[src/rtl/spi_param_pkg.sv]
// Shared types and constants for the SPI control-word receiver.
// The optional checksum word is controlled by SPI_PARAM_CHECKSUM_EN.
`timescale 1ns/1ps
package spi_param_pkg;

    typedef enum logic [1:0] {
        ST_IDLE  = 2'd0,
        ST_RECV  = 2'd1,
        ST_CHECK = 2'd2
    } state_t;

    // Default meaning of each payload word inside the committed bank
    localparam int SLOT_FREQ    = 0;
    localparam int SLOT_HSCALE0 = 1;
    localparam int SLOT_SINIT0  = 2;
    localparam int SLOT_HSCALE1 = 3;
    localparam int SLOT_SINIT1  = 4;
    localparam int SLOT_FSCALE  = 5;
    localparam int SLOT_HCOUNT  = 6;

    // Wide enough to count one word past the frame, so overflow is detectable
    function automatic int idx_width(input int word_count);
        return $clog2(word_count + 2);
    endfunction

endpackage

[src/rtl/spi_edge_sync.sv]
// Multi-stage synchroniser for one asynchronous input, with rise/fall detect
// on the synchronised level.
`timescale 1ns/1ps
module spi_edge_sync #(
    parameter int   STAGES    = 2,
    parameter logic RESET_VAL = 1'b0
) (
    input  logic clk,
    input  logic reset,
    input  logic async_in,
    output logic sync_out,
    output logic rise,
    output logic fall
);

    logic [STAGES-1:0] sync_q;
    logic              prev_q;

    // NOTE: sequential state uses non-blocking assignments so every flop samples pre-edge values.
    always_ff @(posedge clk) begin
        if (reset) begin
            sync_q <= {STAGES{RESET_VAL}};
            prev_q <= RESET_VAL;
        end else begin
            sync_q <= {sync_q[STAGES-2:0], async_in};
            prev_q <= sync_q[STAGES-1];
        end
    end

    assign sync_out = sync_q[STAGES-1];
    assign rise     = sync_q[STAGES-1] & ~prev_q;
    assign fall     = ~sync_q[STAGES-1] & prev_q;

endmodule

[src/rtl/spi_param_receiver.sv]
// SPI mode-0 slave that assembles a frame of control words into a shadow bank
// and commits it atomically. Define SPI_PARAM_CHECKSUM_EN for a trailing sum word.
`timescale 1ns/1ps
module spi_param_receiver
    import spi_param_pkg::*;
#(
    parameter int WORD_WIDTH  = 16,
    parameter int WORD_COUNT  = 7,
    parameter int SYNC_STAGES = 2
) (
    input  logic                             i_Clock,
    input  logic                             reset,
    input  logic                             i_SPI_Clock,
    input  logic                             i_SPI_Data,
    input  logic                             i_SPI_CS,
    output logic [WORD_WIDTH*WORD_COUNT-1:0] o_Words,
    output logic                             o_Valid,
    output logic                             o_Error,
    output logic                             o_Busy
);

`ifdef SPI_PARAM_CHECKSUM_EN
    localparam int FRAME_WORDS = WORD_COUNT + 1;
`else
    localparam int FRAME_WORDS = WORD_COUNT;
`endif
    localparam int IDX_W = idx_width(FRAME_WORDS);
    localparam int BIT_W = (WORD_WIDTH > 2) ? $clog2(WORD_WIDTH) : 1;

    localparam logic [IDX_W-1:0] IDX_PAYLOAD = IDX_W'(WORD_COUNT);
    localparam logic [IDX_W-1:0] IDX_FULL    = IDX_W'(FRAME_WORDS);
    localparam logic [IDX_W-1:0] IDX_SAT     = IDX_W'(FRAME_WORDS + 1);
    localparam logic [BIT_W-1:0] BIT_LAST    = BIT_W'(WORD_WIDTH - 1);

    logic sck_level_unused, sck_rise, sck_fall_unused;
    logic cs_sync, cs_rise, cs_fall;
    logic mosi_sync, mosi_rise_unused, mosi_fall_unused;

    spi_edge_sync #(.STAGES(SYNC_STAGES), .RESET_VAL(1'b0)) u_sck_sync (
        .clk(i_Clock), .reset(reset), .async_in(i_SPI_Clock),
        .sync_out(sck_level_unused), .rise(sck_rise), .fall(sck_fall_unused)
    );

    // CS idles high, so its chain resets high to avoid a false fall after reset
    spi_edge_sync #(.STAGES(SYNC_STAGES), .RESET_VAL(1'b1)) u_cs_sync (
        .clk(i_Clock), .reset(reset), .async_in(i_SPI_CS),
        .sync_out(cs_sync), .rise(cs_rise), .fall(cs_fall)
    );

    spi_edge_sync #(.STAGES(SYNC_STAGES), .RESET_VAL(1'b0)) u_mosi_sync (
        .clk(i_Clock), .reset(reset), .async_in(i_SPI_Data),
        .sync_out(mosi_sync), .rise(mosi_rise_unused), .fall(mosi_fall_unused)
    );

    assign o_Busy = ~cs_sync;

    state_t                           state_q, next_state;
    logic   [WORD_WIDTH-2:0]          shift_q;
    logic   [BIT_W-1:0]               bit_cnt_q;
    logic   [IDX_W-1:0]               word_idx_q;
    logic                             overflow_q;
    logic   [WORD_WIDTH*WORD_COUNT-1:0] shadow_q;
    logic   [WORD_WIDTH-1:0]          word_next;
    logic                             start_frame, shift_en, commit, reject, frame_ok;
`ifdef SPI_PARAM_CHECKSUM_EN
    logic   [WORD_WIDTH-1:0]          csum_acc_q;
    logic                             csum_ok_q;
`endif

    assign word_next = {shift_q, mosi_sync};

`ifdef SPI_PARAM_CHECKSUM_EN
    assign frame_ok = (word_idx_q == IDX_FULL) && (bit_cnt_q == '0) && !overflow_q && csum_ok_q;
`else
    assign frame_ok = (word_idx_q == IDX_FULL) && (bit_cnt_q == '0) && !overflow_q;
`endif

    always_ff @(posedge i_Clock) begin
        if (reset) state_q <= ST_IDLE;
        else       state_q <= next_state;
    end

    // NOTE: every always_comb output gets a default first, so no path can infer a latch.
    always_comb begin
        next_state  = state_q;
        start_frame = 1'b0;
        shift_en    = 1'b0;
        commit      = 1'b0;
        reject      = 1'b0;
        unique case (state_q)
            ST_IDLE: begin
                if (cs_fall) begin
                    next_state  = ST_RECV;
                    start_frame = 1'b1;
                end
            end
            ST_RECV: begin
                // A CS rise wins over a coincident SCK rise
                if (cs_rise)       next_state = ST_CHECK;
                else if (sck_rise) shift_en   = 1'b1;
            end
            ST_CHECK: begin
                commit     = frame_ok;
                reject     = !frame_ok;
                next_state = ST_IDLE;
            end
            default: next_state = ST_IDLE;
        endcase
    end

    // NOTE: the shadow bank is reset explicitly so an aborted frame can never leak old words.
    always_ff @(posedge i_Clock) begin
        if (reset) begin
            o_Words    <= '0;
            o_Valid    <= 1'b0;
            o_Error    <= 1'b0;
            shift_q    <= '0;
            bit_cnt_q  <= '0;
            word_idx_q <= '0;
            overflow_q <= 1'b0;
            shadow_q   <= '0;
`ifdef SPI_PARAM_CHECKSUM_EN
            csum_acc_q <= '0;
            csum_ok_q  <= 1'b0;
`endif
        end else begin
            o_Valid <= commit;
            o_Error <= reject;
            if (commit) o_Words <= shadow_q;

            if (start_frame) begin
                bit_cnt_q  <= '0;
                word_idx_q <= '0;
                overflow_q <= 1'b0;
`ifdef SPI_PARAM_CHECKSUM_EN
                csum_acc_q <= '0;
                csum_ok_q  <= 1'b0;
`endif
            end else if (shift_en) begin
                shift_q <= word_next[WORD_WIDTH-2:0];
                if (bit_cnt_q == BIT_LAST) begin
                    bit_cnt_q <= '0;
                    if (word_idx_q < IDX_PAYLOAD)
                        shadow_q[int'(word_idx_q)*WORD_WIDTH +: WORD_WIDTH] <= word_next;
                    // Index stops one past the frame; any word beyond that is an overflow
                    if (word_idx_q >= IDX_FULL) overflow_q <= 1'b1;
                    if (word_idx_q != IDX_SAT)  word_idx_q <= word_idx_q + IDX_W'(1);
`ifdef SPI_PARAM_CHECKSUM_EN
                    if (word_idx_q < IDX_PAYLOAD)
                        csum_acc_q <= csum_acc_q + word_next;
                    else if (word_idx_q == IDX_PAYLOAD)
                        csum_ok_q <= (word_next == csum_acc_q);
`endif
                end else begin
                    bit_cnt_q <= bit_cnt_q + BIT_W'(1);
                end
            end
        end
    end

endmodule

[config.mk]
export PLATFORM = sky130hd
export DESIGN_NAME = spi_param_receiver
export DESIGN_NICKNAME = d
export VERILOG_FILES = /design/src/rtl/spi_param_pkg.sv /design/src/rtl/spi_edge_sync.sv /design/src/rtl/spi_param_receiver.sv
export SDC_FILE = /design/constraint.sdc
export NUM_CORES = 1
export LEC_CHECK = 0
export ABC_AREA = 0
export CORE_ASPECT_RATIO = 1.2
export CORE_MARGIN = 2
export CORE_UTILIZATION = 32
export DETAILED_ROUTE_END_ITERATION = 10
export GPL_TIMING_DRIVEN = 0
export SLEW_MARGIN = 30
export SYNTH_ARGS = -nofsm -noshare
export SYNTH_HDL_FRONTEND = slang
export SYNTH_HIERARCHICAL = 1
export SYNTH_SLANG_ARGS = --single-unit
[constraint.sdc]
create_clock -name i_Clock -period 2.5 [get_ports i_Clock]
set_clock_uncertainty 0.15 [all_clocks]
set_input_delay 0.5 -clock i_Clock [delete_from_list [all_inputs] [get_ports i_Clock]]
set_output_delay 0.5 -clock i_Clock [all_outputs]
set_load 0.02 [all_outputs]
Word level (Yosys, flattened, before mapping)
Index checks and enable logic that the tools add are counted. Widths: inputs -> output; s select.

Register bits: 260. Word-level logic and storage cells: 60. Input bits: 5.

Shift operators: 2. Eq/ne operators: 7. Reductions and logical operators: 13. Mux-type cells: 11. Bitwise gates (word level): 8. Add/subtract/negate cells: 3. Order comparisons: 2.

Operators by type and width (number): $bwmux 112 (1); $shift 16x33->112 const A (1); $shiftx 16x33->112 (1); $neg 8->33 (1); $add 4x1->4 const B (2); $mux 1 (6); $reduce_and 3->1 (2); $not 1->1 (5); $eq 4x3->1 const B (1); $eq 4x4->1 const B (1); $ge 4x3->1 const B (1); $logic_not 4->1 (1); $lt 4x3->1 const B (1); $mux 2 (2); $mux 4 (1); $ne 2x2->1 const B (2); $ne 4x4->1 const B (1); $pmux 2 s2 (1); $reduce_and 2->1 (2); $reduce_and 4->1 (1); $reduce_or 2->1 (2); $and 1x1->1 (3); $eq 2x1->1 const B (1); $eq 2x2->1 const B (1); 3 further kinds (5).

Depth between registers and ports, before layout
Word-level depth: 6. Mapped depth: 9. Gate-level depth less buffers: 6.

By module
Netlist, hierarchy kept.

Modules (own cells, without submodules): spi_param_receiver (area an instance 9804.4 µm², seq. area each 5044.8 µm², instances 1, cells each 1183); spi_edge_sync at u_mosi_sync ... (area an instance 91.3 µm², seq. area each 60.1 µm², instances 2, cells each 8); spi_edge_sync at u_cs_sync (area an instance 92.6 µm², seq. area each 60.1 µm², instances 1, cells each 8).

Least setup slack after synthesis
OpenSTA, ideal clock, no wires.

Path kind: flip-flop to flip-flop. Start point: register word_idx_q[0]. End point: register shadow_q[70]. Path slack: -24 ps. Period minus slack after synthesis: 2524 ps. Cell stages (with the launch flop): 8. Data arrival time: 2302 ps. Path through: dfxtp_1 -> inv_1 -> ha_1 -> o21bai_1 -> a31o_2 -> a2111oi_4 -> buf_8 -> mux2i_1.

Longest elaborated chain between the ends: 3.

RTL lines: start, declared (line spi_param_receiver.sv:60) `logic [IDX_W-1:0] word_idx_q;`; start signal, assigned (line spi_param_receiver.sv:147) `if (word_idx_q != IDX_SAT) word_idx_q <= word_idx_q + IDX_W'(1);`; $neg 8->33 (line spi_param_receiver.sv:144) `shadow_q[int'(word_idx_q)*WORD_WIDTH +: WORD_WIDTH] <= word_next;`; $shiftx 16x33->112 / $shift 16x33->112 (equally long branches) (line spi_param_receiver.sv:144); $bwmux 112 (line spi_param_receiver.sv:144); end signal, assigned by index (line spi_param_receiver.sv:144); end, declared (line spi_param_receiver.sv:62) `logic [WORD_WIDTH*WORD_COUNT-1:0] shadow_q;`.

Parallel ways exist; a longest one is shown, timed or not. A chain may end at the register's enable or synchronous reset.

Worst setup path after layout
Start point: register word_idx_q[0]. End point: register shadow_q[0].

The elaborated chain is that of the path after synthesis.

==> flow_results.xml <==
<?xml version="1.0" encoding="UTF-8"?>
<metrics>
  <group name="route">
    <metric name="route.detailed.wl_per_inst" unit="um">16.7</metric>
    <metric name="dr.first_iter.drc_count" unit="">569</metric>
    <metric name="num_vias" unit="">8838</metric>
    <metric name="drcViolationCount" unit="">0</metric>
    <metric name="detail_route.first_pass.iterations" unit="">5</metric>
    <metric name="finalWirelength" unit="um">29500</metric>
    <metric name="vias_per_cell" unit="">4.99</metric>
    <metric name="antenna_left" unit="">0</metric>
  </group>
  <group name="worst_setup_path">
    <metric name="crit-reg2reg-launch" unit="">word_idx_q[0]$_SDFFE_PP0P_</metric>
    <metric name="reg2reg_depth" unit="">7</metric>
    <metric name="required_time_of_the_critical_path" unit="ns">2.80</metric>
    <metric name="critPathKind" unit="">reg2reg</metric>
    <metric name="critical_path.max_stage_delay" unit="ns">0.45</metric>
    <metric name="crit_path_end_kind" unit="">flop</metric>
    <metric name="buffers_plus_inverters_on_the_worst_setup_path" unit="">2</metric>
    <metric name="worst_r2r_dst" unit="">shadow_q[0]$_SDFFE_PP0P_</metric>
    <metric name="cp_slowest_cell" unit="">sky130_fd_sc_hd__dfxtp_4</metric>
    <metric name="critical-path-top-delay-family" unit="">compound AO/OA/AOI/OAI gates</metric>
    <metric name="critPathMaxFanout" unit="">11</metric>
    <metric name="crit_chain" unit="">clkinvlp_4 &gt; ha_4 &gt; o21bai_1 &gt; a31o_2 &gt; a2111oi_4 &gt; buf_4 &gt; mux2i_1</metric>
    <metric name="critical_path_arrival" unit="ns">2.69</metric>
    <metric name="timing.reg2reg.setup_slack" unit="ns">0.10</metric>
    <metric name="worst_setup_path_start_kind" unit="">flop</metric>
  </group>
  <group name="sta">
    <metric name="layout_setup_ws" unit="ns">0.105</metric>
    <metric name="maxSlewViolCount" unit="">0</metric>
    <metric name="final-hold-violation-count" unit="">0</metric>
    <metric name="maxSlewHeadroom" unit="%">40.6</metric>
    <metric name="max_slew.worst_pin.slew" unit="ns">0.892</metric>
    <metric name="final-setup-viol-count" unit="">0</metric>
    <metric name="period_share" unit="%">95.8</metric>
    <metric name="grt_setup_unrepaired" unit="">no</metric>
    <metric name="timing.setup.tns" unit="ns">0</metric>
    <metric name="finalWorstPathRequiredPeriod" unit="ns">2.40</metric>
    <metric name="maxClockFrequency" unit="GHz">0.418</metric>
  </group>
  <group name="placement">
    <metric name="placement.setup.worst_slack" unit="ns">-0.888</metric>
    <metric name="port-buffer-count" unit="">119</metric>
    <metric name="detailedPlacementHpwl" unit="um">20500</metric>
    <metric name="gp_congestion" unit="">0.898</metric>
  </group>
  <group name="power">
    <metric name="vdd_ir_drop_max" unit="mV">0.317</metric>
    <metric name="leakagePower" unit="nW">4.11</metric>
    <metric name="power.total" unit="mW">8.27</metric>
    <metric name="power_per_cell_area" unit="nW/um^2">648</metric>
  </group>
  <group name="clock_network">
    <metric name="cts_tree" unit="">done</metric>
    <metric name="clock_path_buffers" unit="">3</metric>
    <metric name="insertion_delay" unit="ns">0.53</metric>
    <metric name="cts_made_buffers" unit="">26</metric>
    <metric name="ctsHtreeMaxLevel" unit="">1</metric>
    <metric name="clock-root-buffer" unit="">sky130_fd_sc_hd__clkbuf_16</metric>
    <metric name="clkTransAtPathRegs" unit="ns">0.06</metric>
    <metric name="cts.hold.buffers_added" unit="">0</metric>
    <metric name="clock_sinks" unit="">260</metric>
  </group>
  <group name="global_routing">
    <metric name="wire_length_of_the_first_global_routing_pass" unit="um">45900</metric>
    <metric name="antenna_found_initial" unit="">0</metric>
    <metric name="largest_net_degree_at_the_start_of_global_routing" unit="">14</metric>
    <metric name="grt_util_all_layers" unit="%">17.3</metric>
    <metric name="grt_remaining_overflow" unit="">0</metric>
    <metric name="number_of_global_route_vias_before_repair" unit="">8507</metric>
  </group>
  <group name="die">
    <metric name="fp.dieH" unit="um">198</metric>
    <metric name="area_inside_the_core_boundary" unit="sq um">31100</metric>
    <metric name="floorplan_die_width" unit="um">166</metric>
    <metric name="fp-row-count" unit="">71</metric>
    <metric name="io_pins" unit="">120</metric>
    <metric name="design.die.area" unit="sq um">32800</metric>
    <metric name="starting_utilization_of_the_core_area" unit="%">32.3</metric>
  </group>
  <group name="synth">
    <metric name="avgSynthCellArea" unit="sq um">8.35</metric>
    <metric name="synth_area" unit="sq um">10000</metric>
    <metric name="synth.net_count" unit="">1215</metric>
    <metric name="yosysWarnings" unit="">6</metric>
    <metric name="synth_cells" unit="">1202</metric>
  </group>
  <group name="finish">
    <metric name="final_util" unit="%">41.1</metric>
    <metric name="syn_to_final_growth" unit="%">27.2</metric>
    <metric name="diodes" unit="">0</metric>
    <metric name="finish.net_count" unit="">1364</metric>
    <metric name="final.fill_count" unit="">3182</metric>
    <metric name="post_route_cells_drive_above_1_share" unit="%">8.47</metric>
  </group>
  <group name="worst_hold_path">
    <metric name="min_delay_path_depth" unit="">1</metric>
    <metric name="worst_hold_path_type" unit="">reg2reg</metric>
    <metric name="hold_path.startpoint" unit="">u_cs_sync/sync_q[0]$_SDFF_PP1_</metric>
    <metric name="timing.hold.worst_endpoint" unit="">u_cs_sync/sync_q[1]$_SDFF_PP1_</metric>
  </group>
  <group name="flow_run">
    <metric name="max-cap-violations" unit="">0</metric>
  </group>
  <group name="outcome">
    <metric name="result_of_the_run" unit="">completed</metric>
  </group>
</metrics>
-- sequential cells by signal (all words and copies together) (netlist names), 2 cells and up --
register            count
o_Words               112
shadow_q              112
shift_q                15
bit_cnt_q               4
word_idx_q              4
state_q                 2
u_cs_sync/sync_q        2
u_mosi_sync/sync_q      2
u_sck_sync/sync_q       2
-- per-layer routing --
metal	up-vias	routed length, um	track usage, %
met3	45	1670	2.94
met5	-	0	0
met2	238	14300	29.8
met1	4172	12900	22.0
li1	4383	-	-
met4	0	737	5.73
-- what timing repair did --
| action | in CTS | in global routing |
|---|---|---|
| hold endpoints to repair | 0 | 0 |
| pin swaps | 2 | 1 |
| endpoints found under the setup margin | 233 | 186 |
| buffers inserted | 4 | 0 |
| gates resized for setup | 33 | 46 |
-- layout by cell type, fill, tap and decap left out, types with 5 or more instances in the layout --
cell type,instances
sky130_fd_sc_hd__nand2_1,282
sky130_fd_sc_hd__dfxtp_1,257
sky130_fd_sc_hd__a21oi_1,210
sky130_fd_sc_hd__clkdlybuf4s50_1,119
sky130_fd_sc_hd__nand4_1,84
sky130_fd_sc_hd__o21ai_0,80
sky130_fd_sc_hd__clkbuf_1,74
sky130_fd_sc_hd__nand2b_1,48
sky130_fd_sc_hd__clkbuf_2,33
sky130_fd_sc_hd__mux2i_1,32
sky130_fd_sc_hd__clkbuf_16,27
sky130_fd_sc_hd__buf_2,12
sky130_fd_sc_hd__nor2_1,9
sky130_fd_sc_hd__nor2b_1,8
sky130_fd_sc_hd__clkbuf_8,8
sky130_fd_sc_hd__ha_1,7
sky130_fd_sc_hd__inv_1,6
sky130_fd_sc_hd__buf_4,5
sky130_fd_sc_hd__and2_1,5
-- power by group --
group	switching, mW	internal (mW)	leakage, nW	total (mW)
Sequential	0.00326	4.15	2.10	4.15
Clock	1.60	2.39	0.429	3.99
Combinational	0.0938	0.0378	1.59	0.132
-- final cells by class --
type | count | area (sq um) | share of cell area [%]
multi-input cells | 811 | 4360 | 34.1
repair buffers | 123 | 1220 | 9.57
plain buffers | 121 | 566 | 4.43
flip-flops and latches | 260 | 5210 | 40.8
inverters | 8 | 33.8 | 0.265
clock buffers | 42 | 802 | 6.28
clock inverters | 4 | 73.8 | 0.578
well taps | 401 | 502 | 3.93
-- worst max path at each step --
| stage | end | from | depth (start not counted) | slack, ns |
|---|---|---|---|---|
| 2_1_floorplan | shadow_q[70]$_SDFFE_PP0P_ | word_idx_q[0]$_SDFFE_PP0P_ | 7 | 0.04 |
| 3_3_place_gp | shift_q[0]$_SDFFE_PP0P_ | reset | 6 | -0.88 |
| 3_5_place_dp | shadow_q[87]$_SDFFE_PP0P_ | reset | 6 | -0.89 |
| 4_1_cts | shift_q[2]$_SDFFE_PP0P_ | reset | 6 | 0.03 |
| 5_1_grt | o_Words[104]$_SDFFE_PP0P_ | word_idx_q[0]$_SDFFE_PP0P_ | 8 | 0.002 |
| 6_report | shadow_q[0]$_SDFFE_PP0P_ | word_idx_q[0]$_SDFFE_PP0P_ | 7 | 0.10 |
-- stage by stage --
stage	cell area, sq um	hold slack [ns]	std cells
after floorplan	10000	0.233	1202
after detailed placement	11700	0.244	1722
after CTS	12700	0.258	1771
final	12800	0.254	1770
after global routing	12800	0.280	1770
after global placement	11700	0.242	1722
Note: power is estimated with default switching activity, not from simulation.
